===== config.mk =====
export PLATFORM = sky130hd
export DESIGN_NAME = sys_bus_resp_mux
export DESIGN_NICKNAME = d
export VERILOG_FILES = /design/src/rtl/sys_bus_resp_mux.sv
export SDC_FILE = /design/constraint.sdc
export NUM_CORES = 1
export LEC_CHECK = 0
export ABC_AREA = 0
export CAP_MARGIN = 20
export CORE_MARGIN = 2
export CORE_UTILIZATION = 41
export CTS_CLUSTER_SIZE = 24
export DETAILED_ROUTE_END_ITERATION = 8
export PLACE_DENSITY = 0.87
export SYNTH_ARGS = -nofsm -noshare
export SYNTH_HDL_FRONTEND = slang
export SYNTH_SLANG_ARGS = --single-unit

===== constraint.sdc =====
create_clock -name sys_clk -period 3.74 [get_ports sys_clk]
set_input_delay 1.122 -clock sys_clk [delete_from_list [all_inputs] [get_ports sys_clk]]
set_output_delay 1.122 -clock sys_clk [all_outputs]
set_load 0.05 [all_outputs]

===== src/rtl/sys_bus_resp_mux.sv =====
// rtl/sys_bus_resp_mux.sv - system bus response-return mux with bus-error and timeout handling
module sys_bus_resp_mux #(
    parameter int unsigned TIMEOUT_CYC = 16
) (
    input  logic        sys_clk,
    input  logic        sys_rst_n,
    input  logic        req_valid,
    input  logic        req_we,
    input  logic        en_mem_sfr,
    input  logic        en_mem_io,
    input  logic        en_mem_dfm,
    input  logic        en_mem_pfm,
    input  logic        en_mem_undef,
    input  logic        sfr_rdy,
    input  logic        io_rdy,
    input  logic        dfm_rdy,
    input  logic        pfm_rdy,
    input  logic [31:0] sfr_rdata,
    input  logic [31:0] io_rdata,
    input  logic [31:0] dfm_rdata,
    input  logic [31:0] pfm_rdata,
    output logic        req_ready,
    output logic [3:0]  sel_region,
    output logic        busy,
    output logic        rsp_valid,
    output logic [31:0] rsp_rdata,
    output logic        rsp_err
);

    localparam logic [1:0] ST_IDLE = 2'd0;
    localparam logic [1:0] ST_WAIT = 2'd1;
    localparam logic [1:0] ST_RESP = 2'd2;
    localparam logic [7:0] CNT_LAST = 8'(TIMEOUT_CYC - 1);

    logic [1:0]  state_q, state_d;
    logic [3:0]  sel_q, sel_d;
    logic        we_q, we_d;
    logic [7:0]  cnt_q, cnt_d;
    logic        rsp_valid_q, rsp_valid_d;
    logic [31:0] rsp_rdata_q, rsp_rdata_d;
    logic        rsp_err_q, rsp_err_d;

    logic [3:0]  en_vec;
    logic [3:0]  rdy_vec;
    logic        sel_legal;
    logic        rdy_hit;
    logic [31:0] sel_rdata;

    assign en_vec  = {en_mem_pfm, en_mem_dfm, en_mem_io, en_mem_sfr};
    assign rdy_vec = {pfm_rdy, dfm_rdy, io_rdy, sfr_rdy};

    // Legal only when exactly one defined region is enabled and the undef decode is clear
    assign sel_legal = !en_mem_undef && (en_vec != 4'd0) && ((en_vec & (en_vec - 4'd1)) == 4'd0);

    // Only the latched region's strobe matters; the others may be busy serving other masters
    assign rdy_hit = |(sel_q & rdy_vec);

    assign sel_rdata = ({32{sel_q[0]}} & sfr_rdata)
                     | ({32{sel_q[1]}} & io_rdata)
                     | ({32{sel_q[2]}} & dfm_rdata)
                     | ({32{sel_q[3]}} & pfm_rdata);

    always_comb begin
        state_d     = state_q;
        sel_d       = sel_q;
        we_d        = we_q;
        cnt_d       = cnt_q;
        rsp_valid_d = rsp_valid_q;
        rsp_rdata_d = rsp_rdata_q;
        rsp_err_d   = rsp_err_q;
        case (state_q)
            ST_IDLE: begin
                if (req_valid) begin
                    if (sel_legal) begin
                        sel_d   = en_vec;
                        we_d    = req_we;
                        cnt_d   = 8'd0;
                        state_d = ST_WAIT;
                    end else begin
                        sel_d       = 4'd0;
                        rsp_valid_d = 1'b1;
                        rsp_err_d   = 1'b1;
                        rsp_rdata_d = 32'd0;
                        state_d     = ST_RESP;
                    end
                end
            end
            ST_WAIT: begin
                // A ready arriving on the final allowed cycle still beats the timeout
                if (rdy_hit) begin
                    rsp_valid_d = 1'b1;
                    rsp_err_d   = 1'b0;
                    rsp_rdata_d = we_q ? 32'd0 : sel_rdata;
                    state_d     = ST_RESP;
                end else if (cnt_q == CNT_LAST) begin
                    rsp_valid_d = 1'b1;
                    rsp_err_d   = 1'b1;
                    rsp_rdata_d = 32'd0;
                    state_d     = ST_RESP;
                end else begin
                    cnt_d = cnt_q + 8'd1;
                end
            end
            ST_RESP: begin
                sel_d       = 4'd0;
                rsp_valid_d = 1'b0;
                rsp_err_d   = 1'b0;
                state_d     = ST_IDLE;
            end
            default: begin
                sel_d       = 4'd0;
                rsp_valid_d = 1'b0;
                rsp_err_d   = 1'b0;
                state_d     = ST_IDLE;
            end
        endcase
    end

    always_ff @(posedge sys_clk or negedge sys_rst_n) begin
        if (!sys_rst_n) begin
            state_q     <= ST_IDLE;
            sel_q       <= 4'd0;
            we_q        <= 1'b0;
            cnt_q       <= 8'd0;
            rsp_valid_q <= 1'b0;
            rsp_rdata_q <= 32'd0;
            rsp_err_q   <= 1'b0;
        end else begin
            state_q     <= state_d;
            sel_q       <= sel_d;
            we_q        <= we_d;
            cnt_q       <= cnt_d;
            rsp_valid_q <= rsp_valid_d;
            rsp_rdata_q <= rsp_rdata_d;
            rsp_err_q   <= rsp_err_d;
        end
    end

    assign req_ready  = (state_q == ST_IDLE);
    assign busy       = (state_q == ST_WAIT) || (state_q == ST_RESP);
    assign sel_region = sel_q;
    assign rsp_valid  = rsp_valid_q;
    assign rsp_rdata  = rsp_rdata_q;
    assign rsp_err    = rsp_err_q;

endmodule


# After elaboration in Yosys (flattened, before gate mapping)
# Index checks and enable logic that the tools add are counted.
totals:
  word_cells: 69
  reg_bits: 49
  input_bits: 141
  out_inout_bits: 40
classes:
  eq_ne: 9
  bitwise: 10
  add_sub_neg: 2
  n_reduce_logical: 15
  n_mux: 26
op_table:
  columns: ["op", "count"]
  rows:
  - ["32-bit two-way mux", 5]
  - ["32-bit bitwise AND", 4]
  - ["32-bit OR", 3]
  - ["32-bit case mux with 2 select lines", 1]
  - ["8-bit two-way mux", 4]
  - ["8-bit case mux with 2 select lines", 1]
  - ["8-bit by 1-bit adder with 8-bit output, second input constant", 1]
  - ["4-bit bitwise AND", 2]
  - ["8-bit by 4-bit equality test with 1-bit output, second input constant", 1]
  - ["2-bit two-way mux", 4]
  - ["4-bit two-way mux", 2]
  - ["2-bit != test, second input constant", 4]
  - ["4-bit case mux with 2 select lines", 1]
  - ["3-bit AND reduction", 2]
  - ["1-bit two-way mux", 5]
  - ["5-bit AND reduction", 1]
  - ["4-bit logical NOT", 1]
  - ["1-bit case mux with 2 select lines", 2]
  - ["2-bit case mux with 2 select lines", 1]
  - ["2-bit AND reduction", 2]
  - ["4-bit AND reduction", 1]
  - ["4-bit nonzero test", 1]
  - ["4-bit OR reduction", 1]
  - ["4-bit by 1-bit subtractor with 4-bit output, second input constant", 1]
  - ["10 further kinds", 11]

# Logic depth before layout (Yosys ltp)
# Gate-level depths: netlist (run 1).
depth:
  word_depth: 7
  mapped_depth: 9
  ltp_nobuf: 7

# Worst setup path after synthesis (run 1)
# OpenSTA, ideal clock, no wires.
synth_path:
  path_type: "input port to flip-flop"
  start: "input port en_mem_sfr"
  end: "register rsp_rdata_q[27] (netlist: rsp_rdata[27])"
  t_arrival_ns: 2.651
  required_ns: 3.615
  setup_time_ns: 0.125
  n_path_buf: 1
  setup_slack_ns: 0.964
  cell_stages: 6
  path_cell_list: "or4b_1 > o311ai_0 > nand3b_2 > nand3b_4 > buf_6 > mux2_2"
synth_via:
  elab_chain_len: 6
  word_cells_on_any_way: 8
  classes_between: "add/sub: 1; eq/ne: 1; bitwise: 1; reduce/logical: 5"
synth_lines:
  columns: ["element", "line_no", "source"]
  rows:
  - ["from (decl)", "9", "input logic en_mem_sfr,"]
  - ["4-bit by 1-bit subtractor with 4-bit output", "53", "assign sel_legal = !en_mem_undef && (en_vec != 4'd0) && ((en_vec & (en_vec - 4'd1)) == 4'd0);"]
  - ["4-bit bitwise AND", "53", null]
  - ["4-bit logical NOT", "53", null]
  - ["1-bit logical AND (*)", "53", null]
  - ["2-bit != test (no line) (*)", null, null]
  - ["4-bit AND reduction (no line) (*)", null, null]
  - ["to (signal assigned)", "134", "rsp_rdata_q <= rsp_rdata_d;"]
  - ["to (decl)", "40", "logic [31:0] rsp_rdata_q, rsp_rdata_d;"]
# Mark *: on every way between the ends. The rest lies on a longest branch, timed or not.
# A chain may end at the register's enable or synchronous reset.

# Final worst setup path (run 1)
# Same ends and word-level chain as after synthesis.

==> impl_metrics.tcl, run 1 <==
set metrics [dict create \
    status "finished clean" \
    start_util_pct 41.8 \
    fmax_mhz 316 \
    cp-end-kind "flop" \
    setup_viol 0 \
    pre_cts_ws_ps 246 \
    slew_viol_final 0 \
    core_um2 7140 \
    power_frac_comb_pct 47.4 \
    grt_max_degree 50 \
    ant_nets 0 \
    setup_ws_ps 578 \
    antenna_found_initial 0 \
    ys_top_cells_by_area "dfrtp_1 (41%), mux2_2 (11%), a22o_1 (10%)" \
    synth_area_um2 2980 \
    p_leak_nw 1.99 \
    vias_per_cell 5.65 \
    numCtsBuffers 5 \
    hp-start "rsp_rdata[18]" \
    first_pass_iters 4 \
    synth_edf_count 0 \
    cts_hold_buf 0 \
    root_buffer "clkbuf_8" \
    die_w_um 89.3 \
    num_rows 31 \
    critical_path.cell_chain "clkdlybuf4s50_1 > or4b_1 > o311ai_0 > nand3b_2 > nand3b_4 > mux2_2" \
    cp.arrival_ps 3360 \
    crit_path_top_delay_cell "or4b_1" \
    clkTransAtPathRegs_ps 90 \
    dpl_cell_area_um2 4830 \
    ys.flop_type "dfrtp_1" \
    ys_seq_elements 49 \
    post_cts_buffers 0 \
    yosysTopAreaCell "dfrtp_1" \
    critPathBufInv 1 \
    ir_drop_mv 0.288 \
    drv_cap 0 \
    switching_power_mw 0.656 \
    synthCells 291 \
    worstPathMaxFanout 32 \
    clockBufferDepth 2 \
    crit_family "simple AND/OR/NAND/NOR gates" \
    clock-sinks 49 \
    wl_per_cell_um 17.9 \
    finalWirelength_um 10000 \
    crit_required_ps 3930 \
    final_util_pct 69.7 \
    htree_levels 2 \
    syn_to_final_growth_pct 66.9 \
    fp.dieH_um 89.3 \
    min_to "rsp_rdata[18]" \
    num_antenna_cells 0 \
    grt_pass1_wl_um 14300 \
    fin_crit_ps 3160 \
    syn_avg_cell_area_um2 10.2 \
    start_kind "primary input" \
    drtIter0Drc 122 \
    rsz0062_at_grt "no" \
    sw_frac_of_total_pct 37.1 \
    grt_use_total_pct 23.8 \
    synth_async_sr_flop_share_pct 100 \
    seq_power_share_pct 33.4 \
    seq_area_frac_synth_pct 41.1 \
    ff2ff_setup_slack_ps 1210 \
    yosysWarnings 0 \
    fillCellCount 574 \
    slowest_delay_ps 580 \
    grt.overflow.total 0 \
    r2r_end "rsp_rdata[1]" \
    min_path_cells 1 \
    critPathKind "primary input to flop" \
    portBuffers 180 \
    slew-limit-headroom_pct 57.5 \
    worst_pin_slew_ps 629 \
    num_vias 3166 \
    tritoncts "yes" \
    regToRegStartpoint "sel_region[0]" \
    dp_hpwl_um 7350 \
    final.period_utilization_pct 84.6 \
    synth_top_area_share_pct 41.1 \
    finalInstanceArea_um2 4970 \
    ctsResizeCount 0 \
    hold_violations 0 \
    ios 181 \
    tns_ps 0 \
    internal_power_mw 1.11 \
    skew_ps 4.65 \
    die-area_um2 7970 \
    first_global_vias 2998 \
    drive_gt1_share_pct 11.9 \
    rr_worst_depth 6 \
    clkPwrFrac_pct 19.3 \
    synth.distinct_cells 38 \
    place.gp.congestion 0.862 \
    syn_nets 435 \
    power_density_nw_per_um2 356 \
    nNetsFinal 604 \
    hold_class "flop to flop" \
    worstSkewPairLatency_ps 300 \
    drc 0 \
]
synthesized netlist by cell type, types with 2 or more instances:
cell,number
buf_6,4
dfrtp_1,49
or3_1,5
ha_1,3
and3_1,2
nor2_1,6
nor3_1,33
mux2_1,6
nand3_1,3
a21oi_1,9
o21ai_0,10
nand2_1,18
clkbuf_1,23
a22o_1,34
mux2_2,28
a221oi_1,32
nor2b_1,2
inv_1,4
stage by stage:
step | hold slack [ps] | std cells | power (mW)
final | 498 | 560 | 1.77
after global routing | 508 | 560 | 1.86
after CTS | 501 | 558 | 1.74
after detailed placement | 481 | 550 | 1.40
after global placement | 473 | 550 | 1.38
after floorplan | 482 | 291 | 1.14
area by class of cell:
cell class | instances | area [um2] | share of cell area, %
Multi-Input combinational cell | 210 | 1600 | 32.2
Clock buffer | 7 | 96.3 | 1.94
Clock inverter | 1 | 5.00 | 0.101
Inverter | 4 | 15.0 | 0.302
Sequential cell | 49 | 1230 | 24.6
Tap cell | 99 | 124 | 2.49
Timing Repair Buffer | 190 | 1900 | 38.3
layout by cell type, fill, tap and decap left out, types with 4 or more instances in the layout:
cell type        count
clkdlybuf4s50_1    179
dfrtp_1             49
a22o_1              34
nor3_1              33
a221oi_1            32
mux2_2              28
nand2_1             18
o21ai_0             10
a21oi_1              9
buf_4                8
clkbuf_8             7
nor2_1               6
mux2_1               6
or3_1                5
inv_1                4
power groups by stage:
| stage | Clock (mW) | Combinational, mW | Sequential [mW] |
|---|---|---|---|
| 3_5_place_dp | 0 | 0.758 | 0.640 |
| 4_1_cts | 0.351 | 0.761 | 0.630 |
| 3_3_place_gp | 0 | 0.744 | 0.639 |
| 5_1_grt | 0.374 | 0.893 | 0.596 |
| 6_report | 0.341 | 0.838 | 0.591 |
| 2_1_floorplan | 0 | 0.508 | 0.633 |
logic make-up after synthesis:
family,after synthesis,share of synthesized area (%)
buffers and inverters,32,5.04
adder cells (fa/ha/maj),3,1.26
AO/OA/AOI/OAI,93,25.1
XOR/XNOR,1,0.294
flip-flops,49,41.1
multiplexers,35,13.2
AND/OR/NAND/NOR,78,13.9
per-layer routing:
| layer | GRT usage [%] | up-vias | part of all wire [%] |
|---|---|---|---|
| li1 | - | 1482 | - |
| met1 | 27.1 | 1545 | 39 |
| met2 | 43.4 | 129 | 52 |
| met3 | 6.00 | 10 | 7.9 |
| met4 | 8.14 | 0 | 1.3 |
| met5 | 0 | - | 0 |
worst max-delay path by stage:
stage	from	end	cells past startpoint
6_report	en_mem_sfr	rsp_rdata[27]	6
5_1_grt	en_mem_sfr	rsp_rdata[27]	6
4_1_cts	en_mem_io	rsp_rdata[27]	6
3_5_place_dp	en_mem_io	rsp_rdata[27]	6
3_3_place_gp	en_mem_io	rsp_rdata[27]	6
2_1_floorplan	en_mem_sfr	rsp_rdata[27]	6
state kept, by name, summed over array words and instances (netlist names):
| register | cells |
|---|---|
| rsp_err | 1 |
| we_q | 1 |
| sel_region | 4 |
| rsp_rdata | 32 |
| cnt_q | 8 |
| rsp_valid | 1 |
| state_q | 2 |
No activity file was read; power rests on OpenSTA's default activity.
==> run 2, diff against run 1 <==
CORE_UTILIZATION = 38   (was 41)
PLACE_DENSITY = 0.82   (was 0.87)
clock period = 3 ns   (was 3.74 ns; I/O delays follow)
==> impl_metrics.tcl, run 2 (synthesized netlist as in run 1, its figures left out) <==
set metrics [dict create \
    slew_viol_final 0 \
    cp-end-kind "flop" \
    numCtsBuffers 5 \
    ctsResizeCount 0 \
    internal_power_mw 1.35 \
    vias_per_cell 5.50 \
    power_density_nw_per_um2 430 \
    grt_pass1_wl_um 14800 \
    final.period_utilization_pct 94.3 \
    dp_hpwl_um 7550 \
    dpl_cell_area_um2 4950 \
    min_to "rsp_rdata[0]" \
    status "finished clean" \
    hold_violations 0 \
    finalWirelength_um 9750 \
    clkTransAtPathRegs_ps 80 \
    final_util_pct 65.8 \
    fp.dieH_um 92.6 \
    dp.cells 562 \
    start_kind "primary input" \
    wl_per_cell_um 17.1 \
    ff_latch_area_um2 1230 \
    root_buffer "clkbuf_8" \
    portBuffers 180 \
    nNetsFinal 611 \
    start_util_pct 39.0 \
    hp-start "rsp_rdata[0]" \
    ir_drop_mv 0.402 \
    critical_path.cell_chain "clkdlybuf4s50_1 > buf_4 > xnor2_1 > o41ai_1 > o211ai_2 > or4_1 > a21oi_1" \
    htree_levels 2 \
    cts_hold_buf 0 \
    hold_class "flop to flop" \
    min_path_cells 1 \
    grt_max_degree 50 \
    drv_cap 0 \
    critPathKind "primary input to flop" \
    first_pass_iters 5 \
    grt.overflow.total 0 \
    multiInputGateArea_um2 1600 \
    drive_gt1_share_pct 13.9 \
    setup_viol 0 \
    clockBufferDepth 2 \
    fin_crit_ps 2830 \
    worstSkewPairLatency_ps 300 \
    cp.arrival_ps 3050 \
    first_global_vias 3090 \
    num_vias 3137 \
    regToRegStartpoint "cnt_q[4]" \
    tritoncts "yes" \
    rr_worst_depth 6 \
    ant_nets 0 \
    core_um2 7650 \
    final_common_cell "clkdlybuf4s50_1" \
    tns_ps 0 \
    fmax_mhz 354 \
    die_w_um 92.6 \
    crit_required_ps 3220 \
    pre_cts_ws_ps -108 \
    power_frac_comb_pct 46.7 \
    worstPathMaxFanout 13 \
    die-area_um2 8570 \
    rsz0062_at_grt "no" \
    skew_ps 8.37 \
    clock-sinks 49 \
    place.gp.congestion 0.887 \
    p_leak_nw 2.03 \
    fillCellCount 635 \
    final_cell_mix "clkdlybuf4s50_1 (175), dfrtp_1 (49), a22o_1 (34)" \
    crit_path_top_delay_cell "o41ai_1" \
    setup_ws_ps 172 \
    seq_power_share_pct 36.2 \
    slew-limit-headroom_pct 28.9 \
    slowest_delay_ps 510 \
    worst_pin_slew_ps 1070 \
    grt_use_total_pct 21.7 \
    antenna_found_initial 0 \
    post_cts_buffers 0 \
    r2r_end "rsp_rdata[30]" \
    syn_to_final_growth_pct 68.8 \
    clkPwrFrac_pct 17.1 \
    ios 181 \
    largest_reg_flops 32 \
    drtIter0Drc 94 \
    ff2ff_setup_slack_ps 850 \
    drc 0 \
    num_antenna_cells 0 \
    num_rows 32 \
    switching_power_mw 0.808 \
    sw_frac_of_total_pct 37.4 \
    finalInstanceArea_um2 5030 \
    fin_cells 570 \
]
-- run 2: routing by layer --
| layer | vias to the layer above | wire [um] | GRT usage [%] |
|---|---|---|---|
| li1 | 1500 | - | - |
| met1 | 1495 | 3820 | 25.6 |
| met2 | 131 | 4900 | 38.6 |
| met3 | 11 | 886 | 6.59 |
| met4 | 0 | 136 | 5.47 |
| met5 | - | 0 | 0 |
-- run 2: through the flow --
step                hold WS [ps]  power (mW)
global placement             473        1.79
floorplan                    482        1.42
global route                 525        2.28
CTS                          501        2.18
detailed placement           482        1.81
finish                       495        2.16
-- run 2: cell type report --
cell class	instances	area share (%)
sequential	49	24.4
timing repair buffer	197	39.3
tap	102	2.54
inverter	4	0.298
multi-input combinational	210	31.9
clock inverter	2	0.199
clock buffer	6	1.44
-- run 2: how the worst max path moves through the flow --
stage          startpoint       endpoint  slack, ps  depth (start not counted)
3_3_place_gp   en_mem_pfm   rsp_rdata[4]        -60                          7
3_5_place_dp   en_mem_pfm   rsp_rdata[7]       -110                          7
5_1_grt        state_q[1]      req_ready         80                          3
6_report        en_mem_io       cnt_q[7]        170                          7
2_1_floorplan  en_mem_sfr  rsp_rdata[27]        450                          6
4_1_cts        state_q[0]      req_ready        160                          3
-- run 2: critical path: cells and delay by family --
family                    cells  cell delay, ps
and+or+nand+nor               1             460
AOI/OAI and AO/OA             3             970
buffers and inverters         2             590
xor gates and xnor gates      1             120
-- run 2: power groups by stage --
stage / sequential, mW / combinational, mW / clock (mW)
after CTS: 0.786 / 1.01 / 0.383
after global placement: 0.797 / 0.995 / 0
after global routing: 0.793 / 1.08 / 0.410
after floorplan: 0.789 / 0.633 / 0
after detailed placement: 0.799 / 1.01 / 0
final: 0.784 / 1.01 / 0.370
==> run 3, diff against run 2 <==
REMOVE_ABC_BUFFERS = 1   (was not set)
==> impl_metrics.tcl, run 3 (synthesized netlist as in run 1, its figures left out) <==
set metrics [dict create \
    regToRegStartpoint "cnt_q[4]" \
    cp.arrival_ps 3020 \
    grt.overflow.total 0 \
    cts_hold_buf 0 \
    clock-sinks 49 \
    hold_class "flop to flop" \
    hp-start "rsp_rdata[30]" \
    grt_max_degree 35 \
    nNetsFinal 612 \
    ios 181 \
    clockBufferDepth 2 \
    numCtsBuffers 5 \
    ff2ff_setup_slack_ps 880 \
    place.gp.congestion 0.956 \
    antenna_found_initial 0 \
    portBuffers 180 \
    first_global_vias 3311 \
    root_buffer "clkbuf_8" \
    tritoncts "yes" \
    first_pass_iters 4 \
    rr_worst_depth 6 \
    drv_cap 0 \
    min_path_cells 1 \
    power_mw 2.25 \
    hold_violations 0 \
    worst_pin_slew_ps 615 \
    grt_pass1_wl_um 16200 \
    die_w_um 92.6 \
    slew-limit-headroom_pct 59.0 \
    worstPathMaxFanout 17 \
    final_util_pct 66.3 \
    crit_required_ps 3180 \
    htree_levels 2 \
    num_vias 3193 \
    power_density_nw_per_um2 444 \
    finalWirelength_um 10400 \
    final_common_cell "clkdlybuf4s50_1" \
    die-area_um2 8570 \
    ir_drop_mv 0.482 \
    drive_gt1_share_pct 14.1 \
    status "finished clean" \
    drc 0 \
    clkTransAtPathRegs_ps 90 \
    p_leak_nw 2.05 \
    fin_crit_ps 2830 \
    largest_reg_flops 32 \
    fmax_mhz 353 \
    num_antenna_cells 0 \
    post_cts_buffers 0 \
    slew_viol_final 0 \
    syn_to_final_growth_pct 70.2 \
    min_to "rsp_rdata[30]" \
    core_um2 7650 \
    final_cell_mix "clkdlybuf4s50_1 (175), dfrtp_1 (49), a22o_1 (34)" \
    start_util_pct 39.0 \
    vias_per_cell 5.59 \
    ctsResizeCount 0 \
    num_rows 32 \
    start_kind "primary input" \
    drtIter0Drc 90 \
    critPathKind "primary input to flop" \
    final.period_utilization_pct 94.4 \
    crit_start "en_mem_io" \
    tns_ps 0 \
    grt_use_total_pct 23.6 \
    setup_viol 0 \
    dp_hpwl_um 7950 \
    cp-end-kind "flop" \
    fp.dieH_um 92.6 \
    skew_ps 5.70 \
    ant_nets 0 \
    worstSkewPairLatency_ps 290 \
    r2r_end "rsp_rdata[18]" \
    rsz0062_at_grt "no" \
    wl_per_cell_um 18.2 \
]
==> run 3: cell types whose count changed in the layout (fill, tap and decap cells not counted), sizes merged <==
cell	previous run	this run
buf	22	23
==> run 3: worst max-delay path by stage <==
stage / to / slack (ps)
2_1_floorplan: cnt_q[7] / 50
3_3_place_gp: rsp_rdata[12] / -30
3_5_place_dp: rsp_rdata[15] / -130
4_1_cts: req_ready / 170
5_1_grt: rsp_rdata[3] / 90
6_report: rsp_rdata[8] / 170
==> run 3: layer usage <==
layer | track usage (%) | wire length, um | vias up
li1 | - | - | 1500
met1 | 27.7 | 4180 | 1524
met2 | 43.6 | 5280 | 155
met3 | 5.21 | 777 | 14
met4 | 5.85 | 161 | 0
met5 | 0 | 0 | -
==> run 3: final cells by class <==
| class | count | area [um2] |
|---|---|---|
| clock buffers | 6 | 72.6 |
| well taps | 102 | 128 |
| repair buffers | 198 | 2020 |
| flip-flops and latches | 49 | 1230 |
| multi-input cells | 210 | 1600 |
| fillers | 626 | 2570 |
| clock inverters | 2 | 10.0 |
| inverters | 4 | 15.0 |
==> run 3: power breakdown <==
part / switching, mW / leakage [nW] / internal (mW)
Combinational: 0.569 / 1.33 / 0.553
Clock: 0.215 / 0.0450 / 0.162
Sequential: 0.0546 / 0.676 / 0.697
==> run 3: critical path: stages <==
cell and delay (ps):
clkdlybuf4s50_1 460, buf_4 160, xnor2_1 130, o311ai_0 480, nand3b_2 210, nand3b_4 150, buf_12 170, mux2_2 340
==> run 3: through the flow <==
step                cell area, um2  cells  setup WS [ps]  hold WS [ps]
detailed placement            4960    562           -134           487
finish                        5070    571            167           501
CTS                           5040    570            170           509
floorplan                     2850    263           51.8           482
global route                  5070    571           86.1           526
global placement              4960    562          -33.5           474
==> variant 1: new RTL, settings of run 2 <==
`rsp_rdata_q` no longer has a reset.
--- a/src/rtl/sys_bus_resp_mux.sv
+++ b/src/rtl/sys_bus_resp_mux.sv
@@ -124,5 +124,4 @@
             cnt_q       <= 8'd0;
             rsp_valid_q <= 1'b0;
-            rsp_rdata_q <= 32'd0;
             rsp_err_q   <= 1'b0;
         end else begin
@@ -132,7 +131,10 @@
             cnt_q       <= cnt_d;
             rsp_valid_q <= rsp_valid_d;
-            rsp_rdata_q <= rsp_rdata_d;
             rsp_err_q   <= rsp_err_d;
         end
+    end
+
+    always_ff @(posedge sys_clk) begin
+        rsp_rdata_q <= rsp_rdata_d;
     end
 
Function: differs if sys_rst_n is asserted again (counterexample within 4 cycles, from zero or initial values and one cycle with sys_rst_n low); with sys_rst_n held inactive, the same outputs for 10 cycles.
==> variant 1 against run 2 <==
Power rose by 61%. Routed wire length increased by 9.7%. Clock skew about the same. Register-to-register slack worse by 70 ps. Highest routed layer unchanged. Count of clock-buffer cells in the layout is 1 lower. Cell area shrank 2.7%. Area after synthesis shrank 5.3%. Sequential cell count is the same. Worst setup slack improved by 120 ps. Combinational power grew 92%.
==> variant 1: results (changes against run 2) <==
stage,metric,value,unit,change
yosys,compound-gate portion of the synthesized area,31.6,%,+6.4 points
final_layout,Layout Nets,590,,-3.4%
yosys,Unique masters post-synth,38,,unchanged
critical_path,arrival time worst endpoint,1810,ps,-1240 ps
global_route,Tot GR Track Use,25.8,%,+4.0 points
route,starting DRC count in detailed routing,185,,+97%
yosys,Post-Synth XOR/XNOR Area,0.310,%,+0.016 points
route,# DRC,0,,unchanged
global_route,largest net degree at the start of global routing,35,,-30%
sta,Hold WS,516,ps,+20.9 ps
pwr,Worst VDD drop,778,µV,+93%
place,Inst Count DP,538,,-4.3%
critical_path,reg-to-reg endpoint,rsp_rdata[22]$_SDFFCE_PP0P_,,
clock_tree,root buf cell,clkbuf_8,,
min_path,Min-Delay Path Class,register to register,,
yosys,number of flops mapped to enable cells by yosys,32,,+32
clock_tree,total CTS buffers,5,,unchanged
sta,setup ws final,295,ps,+123 ps
clock_tree,cts repair resizes,0,,unchanged
yosys,top_reg_cell synth,edfxtp_1,,
yosys,mux cell area share after synthesis,3.01,%,-10 points
min_path,hold depth,1,,unchanged
yosys,synth warn,0,,unchanged
yosys,"top cells by count, synth","a22oi_1 (64), a21oi_1 (40), edfxtp_1 (32)",,
place,port buffer count,180,,unchanged
place,hpwl dp,8360,µm,+11%
final_layout,# fillers,575,,-9.4%
place,Final Wtd Congestion,0.862,,-2.9%
critical_path,Crit Path Max Fanout,2,,-11
yosys,Synth Area per Inst,10.4,µm²,+1.3%
yosys,ys async rst share,34.7,%,-65 points
final_layout,layout cells sized above 1,8.50,%,-5.4 points
place,pre-CTS setup slack,198,ps,+307 ps
final_layout,Finished Layout Cells,546,,-4.2%
yosys,adder-cell share of the synthesized area,1.33,%,+0.070 points
route,drt pass-1 iters,4,,-1
final_layout,total inserted antenna cells,0,,unchanged
yosys,"Seq/Total Area, Yosys",49.1,%,+8.0 points
pwr,Leak,0.00168,µW,-17%
min_path,hold path startpoint,we_q$_DFFE_PN0P_,,
global_route,global-route wire length before repair,16600,µm,+12%
global_route,number of global-route vias before repair,2981,,-3.5%
sta,Worst Skew,8.33,ps,-0.0380 ps
status,outcome,"complete, no violations",,
route,DR vias/cell,5.48,,-0.46%
critical_path,CP Capture Point,busy,,
clock_tree,"Clk Latency, worst-skew pair",300,ps,about the same
critical_path,register-to-register setup slack,780,ps,-70 ps
place,Post-Place Cell Area,4790,µm²,-3.3%
clock_tree,Post-CTS Setup Inserts,0,,unchanged
critical_path,reg2reg path depth,6,,unchanged
critical_path,Setup crit start,state_q[1]$_DFFE_PN0P_,,
yosys,dominant cells by area after synthesis,"edfxtp_1 (34%), a22oi_1 (17%), dfrtp_1 (15%)",,
global_route,initial antenna violation count,0,,unchanged
critical_path,R2R Path Start,cnt_q[4]$_DFFE_PN0P_,,
route,average wire per standard cell,19.6,µm,+15%
min_path,Worst Hold End,we_q$_DFFE_PN0P_,,
yosys,Mapped Nets,416,,-4.4%
clock_tree,H-tree levels,2,,unchanged
sta,Least-Margin Pin Slew,776,ps,-290 ps
==> variant 1: where the power goes <==
group          leakage (µW)  internal, µW  switching, µW
clock network     0.0000518           246            216
registers          0.000545           999           84.9
logic               0.00108           688           1250
total               0.00168          1930           1550
==> variant 1: critical path, cell delays in order (launching register included) <==
cell,delay (ps)
dfrtp_1,360
inv_1,80
ha_1,280
clkdlybuf4s50_1,800
==> variant 1: per-layer routing <==
| metal | up-vias | global-route usage (%) | routed length (µm) |
|---|---|---|---|
| met5 | - | 0 | 0 |
| met4 | 0 | 6.67 | 204 |
| met3 | 14 | 6.12 | 792 |
| met2 | 139 | 46.6 | 5630 |
| met1 | 1433 | 30.7 | 4060 |
| li1 | 1405 | - | - |
==> variant 1: cell type report <==
class	count	area, µm²	area share [%]
Clock buffer	5	68.8	1.40
Clock inverter	3	41.3	0.843
Inverter	6	22.5	0.460
Multi-Input combinational cell	194	1310	26.8
Sequential cell	49	1390	28.3
Tap cell	99	124	2.53
Timing Repair Buffer	190	1940	39.6
==> variant 2: new RTL, config.mk and constraints of run 2 <==
Made on the original files. `TIMEOUT_CYC`: 16 -> 15.
--- a/src/rtl/sys_bus_resp_mux.sv
+++ b/src/rtl/sys_bus_resp_mux.sv
@@ -1,5 +1,5 @@
 // rtl/sys_bus_resp_mux.sv - system bus response-return mux with bus-error and timeout handling
 module sys_bus_resp_mux #(
-    parameter int unsigned TIMEOUT_CYC = 16
+    parameter int unsigned TIMEOUT_CYC = 15
 ) (
     input  logic        sys_clk,
Check against the original RTL: no difference found for any inputs over 10 cycles, from zero or initial values and one cycle with sys_rst_n low; that may be too few to reach the edited logic, so the function may still have changed.
==> variant 2 against run 2 <==
Non-clock buffer count grew 1. Die area grew 5.7%. First-iteration DRC count grew 50%. Cell area up 4.2%. Global-route usage grew 0.98 points. Sequential share of layout area down 0.98 points. Clock power is 34% higher. Critical path depth shrank 4. Worst setup slack worse by 40 ps. Area after synthesis rose by 6.0%. Sequential cell count did not move. Routed wire length is 8.6% higher. Power rose by 6.2%. Critical endpoint is now req_ready. Largest cell class unchanged.
==> variant 2: results (changes against run 2) <==
stage,metric,value,unit,change
clock_tree,hold_buf cts,0,,unchanged
min_path,Min-Delay Path Class,register to register,,
clock_tree,H-tree levels,2,,unchanged
place,hpwl dp,7700,µm,+2.0%
route,DR WL met2,5460,µm,+11%
critical_path,arrival time worst endpoint,1970,ps,-1080 ps
route,DR vias,3261,,+4.0%
yosys,dominant cells by area after synthesis,"dfrtp_1 (39%), a22oi_1 (15%), mux2_4 (14%)",,
final_layout,Layout Nets,622,,+1.8%
route,final WL,10600,µm,+8.6%
route,average wire per standard cell,18.1,µm,+6.2%
yosys,Unique masters post-synth,38,,unchanged
final_layout,layout cells sized above 1,15.1,%,+1.2 points
final_layout,# fillers,627,,-1.3%
sta,Least-Margin Pin Slew,650,ps,-416 ps
critical_path,CP peak stage delay,870,ps,+360 ps
yosys,Mapped Nets,443,,+1.8%
critical_path,Setup crit start kind,register,,
clock_tree,"Clk Latency, worst-skew pair",300,ps,about the same
critical_path,CP top delay family,buffers and inverters,,
final_layout,Finished Cell Area,5240,µm²,+4.2%
clock_tree,cts repair resizes,0,,unchanged
pwr,Clk pwr share,21.5,%,+4.4 points
place,Final Wtd Congestion,0.822,,-7.4%
yosys,"Seq/Total Area, Yosys",38.8,%,-2.3 points
global_route,largest net degree at the start of global routing,50,,unchanged
place,pre-CTS setup slack,-41.6,ps,+66.8 ps
pwr,Net Sw Power,816,µW,+1.0%
route,met3 WL,862,µm,-2.7%
global_route,global-route wire length before repair,16100,µm,+9.1%
pwr,Worst VDD drop,457,µV,+14%
place,port buffer count,180,,unchanged
yosys,Syn Inst Count,298,,+2.4%
yosys,ys async rst share,100,%,unchanged
clock_tree,root buf cell,clkbuf_8,,
yosys,synth warn,0,,unchanged
clock_tree,Post-CTS Setup Inserts,0,,unchanged
global_route,initial antenna violation count,0,,unchanged
route,starting DRC count in detailed routing,141,,+50%
pwr,Leak,0.00205,µW,+0.85%
clock_tree,"Reg clk slew, reported paths",100,ps,+20 ps
critical_path,Crit Path Max Fanout,6,,-7
status,outcome,"complete, no violations",,
final_layout,total inserted antenna cells,0,,unchanged
clock_tree,total CTS buffers,5,,unchanged
route,met1 wire length,4100,µm,+7.2%
yosys,"top cells by count, synth","a22oi_1 (65), dfrtp_1 (49), a21oi_1 (36)",,
global_route,Tot GR Track Use,22.7,%,+0.98 points
place,Post-Place Cell Area,5120,µm²,+3.5%
route,drt pass-1 iters,4,,-1
sta,Worst Skew,9.18,ps,+0.807 ps
critical_path,CP max-delay cell,clkdlybuf4s50_1,,
final_layout,max reg flops,32,,unchanged
clock_tree,Max clock buf depth,2,,unchanged
route,Max Used Layer,met4,,
-- variant 2: changes by cell type after synthesis, sizes merged, moves of 4 or more --
cell    change
a22oi      +65
a22o       -33
nor3       -32
a221oi     -31
a21oi      +26
clkbuf      -8
a211oi      +6
buf         +6
nand3       +6
o21ai       -6
mux2i       +5
nand2b      +5
or3         -4
-- variant 2: final timing paths --
| path | startpoint | endpoint | slack [ps] | cells past startpoint |
|---|---|---|---|---|
| max | state_q[1]$_DFFE_PN0P_ | req_ready | 130 | 3 |
| min | rsp_rdata[21]$_DFFE_PN0P_ | rsp_rdata[21]$_DFFE_PN0P_ | 520 | 1 |
| max reg2reg | state_q[1]$_DFFE_PN0P_ | cnt_q[1]$_DFFE_PN0P_ | 750 | 7 |
| min reg2reg | rsp_rdata[21]$_DFFE_PN0P_ | rsp_rdata[21]$_DFFE_PN0P_ | 520 | 1 |
| max in group asynchronous | sys_rst_n | rsp_rdata[23]$_DFFE_PN0P_ | 1850 | 2 |
| min in group asynchronous | sys_rst_n | rsp_rdata[14]$_DFFE_PN0P_ | 700 | 2 |
-- variant 2: power by group through the flow --
stage	clock (µW)	combinational (µW)	sequential, µW
2_1_floorplan	0	636	817
3_3_place_gp	0	1030	762
3_5_place_dp	0	1050	766
4_1_cts	509	1050	754
5_1_grt	533	1120	762
6_report	495	1050	755
-- variant 2: final cells by class --
| class | count | share of cell area, % |
|---|---|---|
| sequential | 49 | 23.4 |
| multi-input combinational | 217 | 33.3 |
| inverter | 6 | 0.430 |
| timing repair buffer | 198 | 38.1 |
| tap | 105 | 2.51 |
| clock buffer | 6 | 1.58 |
| clock inverter | 2 | 0.716 |
-- variant 2: kinds of logic after synthesis --
group           synth area share (%)
xor+xnor                       0.277
mux                             17.2
buf+inv                         5.94
flops                           38.8
compound gates                  27.7
fa+ha+maj                       1.58
simple gates                    8.44
-- variant 2: metal layers --
layer	GRT usage [%]	vias up
met5	0	-
met4	5.07	0
met3	4.98	16
met2	42.1	158
met1	26.6	1581
li1	-	1506
-- variant 2: stage by stage --
stage	power (µW)	hold WS (ps)
floorplan	1450	473
global placement	1790	484
detailed placement	1820	493
CTS	2320	522
global route	2410	530
finish	2300	520
